===== src/rtl/sdram_avs_bridge.sv =====
// -----------------------------------------------------------------------------
// sdram_avs_bridge
//   Avalon-MM slave front end of the SDRAM controller. Accepted Avalon
//   transfers are queued in a small request FIFO and presented to the SDRAM
//   access engine on a valid/ready channel. Reads are counted from acceptance
//   until their engine response returns, and responses are replayed to Avalon
//   as in-order readdatavalid pulses one clock after the engine delivers them.
//
// Ports
//   clk, reset            clock, synchronous active-high reset
//   avs_*                 Avalon-MM slave (pipelined reads, waitrequest stall)
//   bus_req_*             request channel to the access engine (head of FIFO)
//   bus_resp_*            single-cycle read responses from the engine
//   err_flag              sticky protocol error (read+write together, or a
//                         response with no read outstanding)
// -----------------------------------------------------------------------------
module sdram_avs_bridge #(
   parameter int AVS_DW     = 16,
   parameter int AVS_AW     = 25,
   parameter int FIFO_DEPTH = 4,
   parameter int MAX_RD     = 4
) (
   input  logic                  clk,
   input  logic                  reset,
   input  logic                  avs_read,
   input  logic                  avs_write,
   input  logic [AVS_AW-1:0]     avs_address,
   input  logic [AVS_DW-1:0]     avs_writedata,
   input  logic [AVS_DW/8-1:0]   avs_byteenable,
   output logic                  avs_waitrequest,
   output logic [AVS_DW-1:0]     avs_readdata,
   output logic                  avs_readdatavalid,
   output logic                  bus_req_valid,
   input  logic                  bus_req_ready,
   output logic                  bus_req_write,
   output logic [AVS_AW-1:0]     bus_req_address,
   output logic [AVS_DW-1:0]     bus_req_writedata,
   output logic [AVS_DW/8-1:0]   bus_req_byteenable,
   input  logic                  bus_resp_valid,
   input  logic [AVS_DW-1:0]     bus_resp_readdata,
   output logic                  err_flag
);

   localparam int AVS_BYTE = AVS_DW / 8;
   localparam int PTR_W    = $clog2(FIFO_DEPTH);
   localparam int ENTRY_W  = 1 + AVS_AW + AVS_DW + AVS_BYTE;

   localparam logic [PTR_W:0] FULL_COUNT = (PTR_W + 1)'(FIFO_DEPTH);
   localparam logic [7:0]     RD_LIMIT   = 8'(MAX_RD);
   localparam logic [PTR_W-1:0] PTR_ONE  = PTR_W'(1);

   // Request storage: {write, address, writedata, byteenable}.
   logic [ENTRY_W-1:0] mem_q [FIFO_DEPTH];

   logic [PTR_W-1:0] wr_ptr_q, wr_ptr_d;
   logic [PTR_W-1:0] rd_ptr_q, rd_ptr_d;
   logic [PTR_W:0]   count_q, count_d;
   logic [7:0]       rd_outstanding_q, rd_outstanding_d;
   logic             err_flag_q, err_flag_d;
   logic             readdatavalid_q, readdatavalid_d;
   logic [AVS_DW-1:0] readdata_q, readdata_d;

   logic fifo_full, fifo_empty;
   logic avs_accept, rd_accept, fifo_pop, resp_ok;

   assign fifo_full  = (count_q == FULL_COUNT);
   assign fifo_empty = (count_q == '0);

   // A write never waits on the read limit; only a pure read does.
   assign avs_waitrequest = reset | fifo_full |
                            (avs_read & ~avs_write & (rd_outstanding_q == RD_LIMIT));

   assign avs_accept = (avs_read | avs_write) & ~avs_waitrequest;
   // Read+write together is queued as a write only, so it is not counted.
   assign rd_accept  = avs_accept & avs_read & ~avs_write;
   assign fifo_pop   = bus_req_valid & bus_req_ready;
   assign resp_ok    = bus_resp_valid & (rd_outstanding_q != 8'd0);

   // Head entry drives the engine directly; it cannot change while valid and
   // not ready because only a pop moves rd_ptr.
   assign bus_req_valid = ~fifo_empty;
   assign {bus_req_write, bus_req_address, bus_req_writedata, bus_req_byteenable} =
          mem_q[rd_ptr_q];

   assign avs_readdatavalid = readdatavalid_q;
   assign avs_readdata      = readdata_q;
   assign err_flag          = err_flag_q;

   always_comb begin
      // NOTE: every variable gets a default before any conditional update so
      // that no path leaves it unassigned and no latch is inferred.
      wr_ptr_d         = wr_ptr_q;
      rd_ptr_d         = rd_ptr_q;
      count_d          = count_q;
      rd_outstanding_d = rd_outstanding_q;
      err_flag_d       = err_flag_q;
      readdatavalid_d  = resp_ok;
      readdata_d       = readdata_q;

      if (avs_accept) wr_ptr_d = wr_ptr_q + PTR_ONE;
      if (fifo_pop)   rd_ptr_d = rd_ptr_q + PTR_ONE;

      case ({avs_accept, fifo_pop})
         2'b10:   count_d = count_q + 1'b1;
         2'b01:   count_d = count_q - 1'b1;
         default: count_d = count_q;
      endcase

      case ({rd_accept, resp_ok})
         2'b10:   rd_outstanding_d = rd_outstanding_q + 8'd1;
         2'b01:   rd_outstanding_d = rd_outstanding_q - 8'd1;
         default: rd_outstanding_d = rd_outstanding_q;
      endcase

      if (resp_ok) readdata_d = bus_resp_readdata;

      if ((avs_accept & avs_read & avs_write) |
          (bus_resp_valid & (rd_outstanding_q == 8'd0)))
         err_flag_d = 1'b1;
   end

   // NOTE: sequential state uses non-blocking assignments so every flop
   // samples its _d value from before the edge, independent of block order.
   always_ff @(posedge clk) begin
      if (reset) begin
         wr_ptr_q         <= '0;
         rd_ptr_q         <= '0;
         count_q          <= '0;
         rd_outstanding_q <= 8'd0;
         err_flag_q       <= 1'b0;
         readdatavalid_q  <= 1'b0;
         readdata_q       <= '0;
      end else begin
         wr_ptr_q         <= wr_ptr_d;
         rd_ptr_q         <= rd_ptr_d;
         count_q          <= count_d;
         rd_outstanding_q <= rd_outstanding_d;
         err_flag_q       <= err_flag_d;
         readdatavalid_q  <= readdatavalid_d;
         readdata_q       <= readdata_d;
      end
   end

   // NOTE: the storage array is deliberately not reset; an entry is only
   // read after it has been written, and the count alone defines validity.
   always_ff @(posedge clk) begin
      if (avs_accept)
         mem_q[wr_ptr_q] <= {avs_write, avs_address, avs_writedata, avs_byteenable};
   end

endmodule


===== config.mk =====
export PLATFORM = sky130hd
export DESIGN_NAME = sdram_avs_bridge
export DESIGN_NICKNAME = d
export VERILOG_FILES = /design/src/rtl/sdram_avs_bridge.sv
export SDC_FILE = /design/constraint.sdc
export NUM_CORES = 1
export LEC_CHECK = 0
export CORE_ASPECT_RATIO = 0.6
export CORE_MARGIN = 3
export CORE_UTILIZATION = 28
export CTS_CLUSTER_DIAMETER = 50
export CTS_CLUSTER_SIZE = 12
export DETAILED_ROUTE_END_ITERATION = 7
export PLACE_DENSITY = 0.46
export SLEW_MARGIN = 0
export SYNTH_ARGS = -nofsm -noshare
export SYNTH_HDL_FRONTEND = slang
export SYNTH_SLANG_ARGS = --single-unit

===== constraint.sdc =====
create_clock -name clk -period 3 [get_ports clk]
set_input_delay 0.3 -clock clk [delete_from_list [all_inputs] [get_ports clk]]
set_output_delay 0.3 -clock clk [all_outputs]
set_load 0.02 [all_outputs]

Word level (Yosys, flattened, before mapping). Memory sizes are Yosys's and may differ from the RTL's. A register that Yosys moved wholly into a read port is not among the register bits. Cells that the tools add are included.

Input port bits: 65. Memories kept: 1. Output and inout bits: 64. Logic and storage cells: 47. Register bits: 33. RAM bits: 176.

$add $sub $neg: 6. Reductions and logical operators: 5. Muxes and demuxes: 6. Bitwise gates (word level): 16. Equality and inequality tests: 6.

Memories: mem_q (words 4, bits a word 44, rd ports 1, clocked after Yosys merged registers in 1, wr ports 1, RTL line 53) `logic [ENTRY_W-1:0] mem_q [FIFO_DEPTH];`.

Operator list (number): 8-bit one-hot mux with 2 select lines (1); 1-bit bitwise AND (9); 8-bit by 1-bit adder with 8-bit output, second input constant (1); 8-bit by 3-bit equality test with 1-bit output, second input constant (1); 8-bit logical NOT (1); 8-bit nonzero test (1); 8-bit by 1-bit subtractor with 8-bit output, second input constant (1); 3-bit one-hot mux with 2 select lines (1); 2-bit by 1-bit adder with 2-bit output, second input constant (2); 2-bit by 1-bit equality test with 1-bit output, second input constant (2); 2-bit equality test, second input constant (2); 2-bit two-way mux (2); 1-bit OR (4); 2-bit nonzero test (2); 3-bit by 1-bit adder with 3-bit output, second input constant (1); 3-bit equality test, second input constant (1); 3-bit logical NOT (1); 1-bit inverter (3); 3-bit by 1-bit subtractor with 3-bit output, second input constant (1); 1-bit two-way mux (2).

Depth between registers and ports, before layout.
Word-level depth: 10. Depth in mapped cells: 14. Gate-level depth less buffers: 12.

Worst setup path before layout. Ideal clock, no wire load.

Kind: reg2reg. From: reg rd_outstanding_q[3]. To: reg rd_outstanding_q[7]. Cell stages (with the launch flop): 14. Required time: 2.865 ns. Arrival: 2.785 ns. Path slack: 0.080 ns. Library setup time: 0.135 ns. Clock period less this slack: 2.920 ns. Path buffers: 2. Cells stage by stage: dfxtp_1 -> nor4_4 -> nand2_2 -> o21ai_2 -> buf_6 -> buf_12 -> inv_1 -> ha_1 -> ha_1 -> a21o_1 -> a31o_2 -> o21a_1 -> o311ai_0 -> o41ai_1.

Elaborated cells between the ends (all ways): 15. Classes of those cells: add/sub (2); eq/ne (3); mux (1); bitwise (7); reduce/logical (2).

RTL lines: start, declared (RTL line 58) `logic [7:0] rd_outstanding_q, rd_outstanding_d;`; start signal, assigned (RTL line 137) `rd_outstanding_q <= rd_outstanding_d;`; 8-bit nonzero test * (RTL line 77) `assign resp_ok = bus_resp_valid & (rd_outstanding_q != 8'd0);`; 1-bit bitwise AND * (RTL line 77); named net readdatavalid_d (RTL line 60) `logic readdatavalid_q, readdatavalid_d;`; 2-bit by 1-bit equality test with 1-bit output or 2-bit equality test (tied branches) (RTL line 109) `case ({rd_accept, resp_ok})`; 8-bit one-hot mux with 2 select lines or 2-bit nonzero test (tied branches).

The timed path passes the listed nets; every way through them passes the cells marked *. A chain may end at the register's enable or synchronous reset.

==> reports/metrics.cfg <==
[worst_setup_path]
critPathKind = flop to primary output
critPathLaunchType = flop
reg2reg_depth = 11
crit_chain = buf_12 > mux4_2 > clkdlybuf4s50_1
path_delay_family = buffers and inverters
required_ns = 2.70
worst_ep_arrival_time_ns = 2.51
cp_max_fo = 21
max_stage_delay_ns = 0.62
worst-path-buf-inv = 2
critPathSlowestCell = clkdlybuf4s50_1
cp.depth = 3
crit_path_end_kind = primary output

[route]
first_pass_iters = 4
drt-initial-drc-count = 183
ant_nets = 0
drc = 0
wl_mm = 17.6
vias_per_cell = 4.49
route.vias.total = 4256
wl_per_cell_um = 18.6

[floorplan]
boundaryPins = 129
die_w_um = 225
initial_core_util_pct = 28.9
rows = 47
die_height_um = 137
core_sq_mm = 0.0279
die_area_sq_mm = 0.0309

[clock_network]
clk-insertion-delay-late_ns = 0.50
htreeDepth = 1
cts-buffers-inserted = 23
clk_path_buf_depth = 3
cts_num_sinks = 211
path_clk_slew_ns = 0.06
cts-root-buf = clkbuf_16
cts_tree = built

[place]
place_area_sq_mm = 0.00987
dpl.hpwl_mm = 11.0
routabilityCongestion = 0.707
port_buffers = 128

[global_routing]
grt_pass1_wl_mm = 26.6
antenna_found_initial = 0
first_global_vias = 4673
grt.total_usage_pct = 11.4
overflow = 0
grt_max_degree = 45

[yosys]
yosys_warnings = 0
synthArstFlopShare_pct = 0
synth_edf_count = 176
ys_seq_area_share_pct = 74.3
syn_inst = 415
syn_area_per_cell_sq_um = 19.4
synth_ff_type = edfxtp_1
synth_fp_nets = 494
syn_area_sq_mm = 0.00806
ys_types = 43
ys_ff_latch = 211

[sta]
timing.final.crit_share_pct = 93.8
fmax_mhz = 355
report.final.slew_viol_count = 0
period_minus_slack_ns = 2.81
max-slew-margin-rel_pct = 72.3
hold_viol = 0
setup_viol = 0
setup_tns_ns = 0
finClkSkew_ns = 0.0103
max_slew.worst_pin.slew_ns = 0.415
rsz0062_at_grt = no

[run_status]
outcome = finished clean

[layout]
final_cell_mix = edfxtp_1 (176), clkdlybuf4s50_1 (128), mux4_2 (44), dfxtp_1 (33), nor2_1 (31)
nNetsFinal = 648
drive_gt1_share_pct = 18.1
mostFrequentLayoutCell = edfxtp_1
synthToLayoutAreaGrowth_pct = 31.4
fin_area_sq_mm = 0.0106

[min_path]
min-delay-path-class = primary input to flop
min_path_cells = 3

[power]
pwr_density_cell_mw_per_mm2 = 975
ir_drop_mv = 0.489
p_leak_nw = 3.56

[flow_run]
maxCapViolCount = 0

-- cell families after synthesis --
group / share of synthesized area [%]
flops: 74.3
mux: 14.4
simple gates: 3.83
compound gates: 2.48
buf+inv: 1.77
fa+ha+maj: 2.36
xor+xnor: 0.869
-- per-layer routing --
| layer | track usage (%) | part of all wire [%] | vias up |
|---|---|---|---|
| li1 | - | - | 1953 |
| met2 | 18.9 | 48 | 94 |
| met4 | 2.40 | 2.0 | 0 |
| met3 | 3.41 | 5.6 | 31 |
| met1 | 14.9 | 45 | 2178 |
| met5 | 0 | 0 | - |
-- cells in the mapped netlist (6+ instances only) --
master	number	share of area (%)
mux4_2	44	12
nor2_1	31	1.4
mux2i_1	17	2.1
edfxtp_1	176	66
dfxtp_1	35	8.7
clkbuf_1	7	0.33
a21oi_1	8	0.50
inv_1	13	0.61
ha_1	12	1.9
nand2_1	6	0.28
-- sequential cells by signal, summed over array words and instances, names as in the netlist, named ones only --
| register | flops |
|---|---|
| avs_readdata | 16 |
| rd_ptr_q | 2 |
| rd_outstanding_q | 8 |
| avs_readdatavalid | 1 |
| wr_ptr_q | 2 |
| mem_q | 176 |
| err_flag | 1 |
| count_q | 3 |
-- area by class of cell --
class                      instances  area (sq um)
fill                            2552         17300
sequential                       211          5990
multi-input combinational        174          1950
timing repair buffer             146          1440
clock buffer                      30           612
tap                              367           459
clock inverter                     6          86.3
inverter                          13          48.8
antenna                            1          2.50
-- worst paths after layout --
path | slack [ns] | end | startpoint
worst min-delay path | 0.41 | avs_readdata[2] | bus_resp_readdata[2]
worst min register to register | 0.51 | count_q[1] | count_q[1]
worst max register to register | 0.25 | rd_outstanding_q[4] | rd_outstanding_q[6]
worst max-delay path | 0.19 | bus_req_byteenable[0] | flop
-- timing repair --
| item | 4_1_cts | 5_1_grt |
|---|---|---|
| endpoints found under the setup margin | 0 | 3 |
| hold buffers | 0 | 0 |
| resized for setup | 0 | 5 |
| setup buffers | 0 | 1 |
-- through the flow --
step                      total power [W]  utilization (%)  hold slack (ns)  cells  setup WS, ns
after floorplan                   0.00627                -            0.399    415        0.0796
after global placement            0.00761             35.3            0.477    910         0.108
after detailed placement          0.00769             35.3            0.494    910        0.0319
after CTS                          0.0104             37.8            0.389    946        0.0568
after global routing               0.0109             37.9            0.413    947        0.0185
final                              0.0103             37.9            0.409    948         0.185
-- worst reg2reg max path, cell delays in order, from the launching register on --
cell	delay, ns
dfxtp_1	0.36
nor4_4	0.39
nand2_2	0.10
o21ai_2	0.16
inv_1	0.09
ha_4	0.21
ha_1	0.33
nor2b_1	0.16
o21ai_0	0.25
a21boi_1	0.14
or3_1	0.36
a21oi_1	0.14
-- power breakdown --
group | total, W | internal, W | leakage [nW] | switching, W
registers | 0.00391 | 0.00366 | 1.89 | 0.000249
clock network | 0.00267 | 0.00160 | 0.341 | 0.00107
logic | 0.00374 | 0.00183 | 1.32 | 0.00191
total | 0.0103 | 0.00710 | 3.56 | 0.00323
Power figures use the tool's default switching activity.
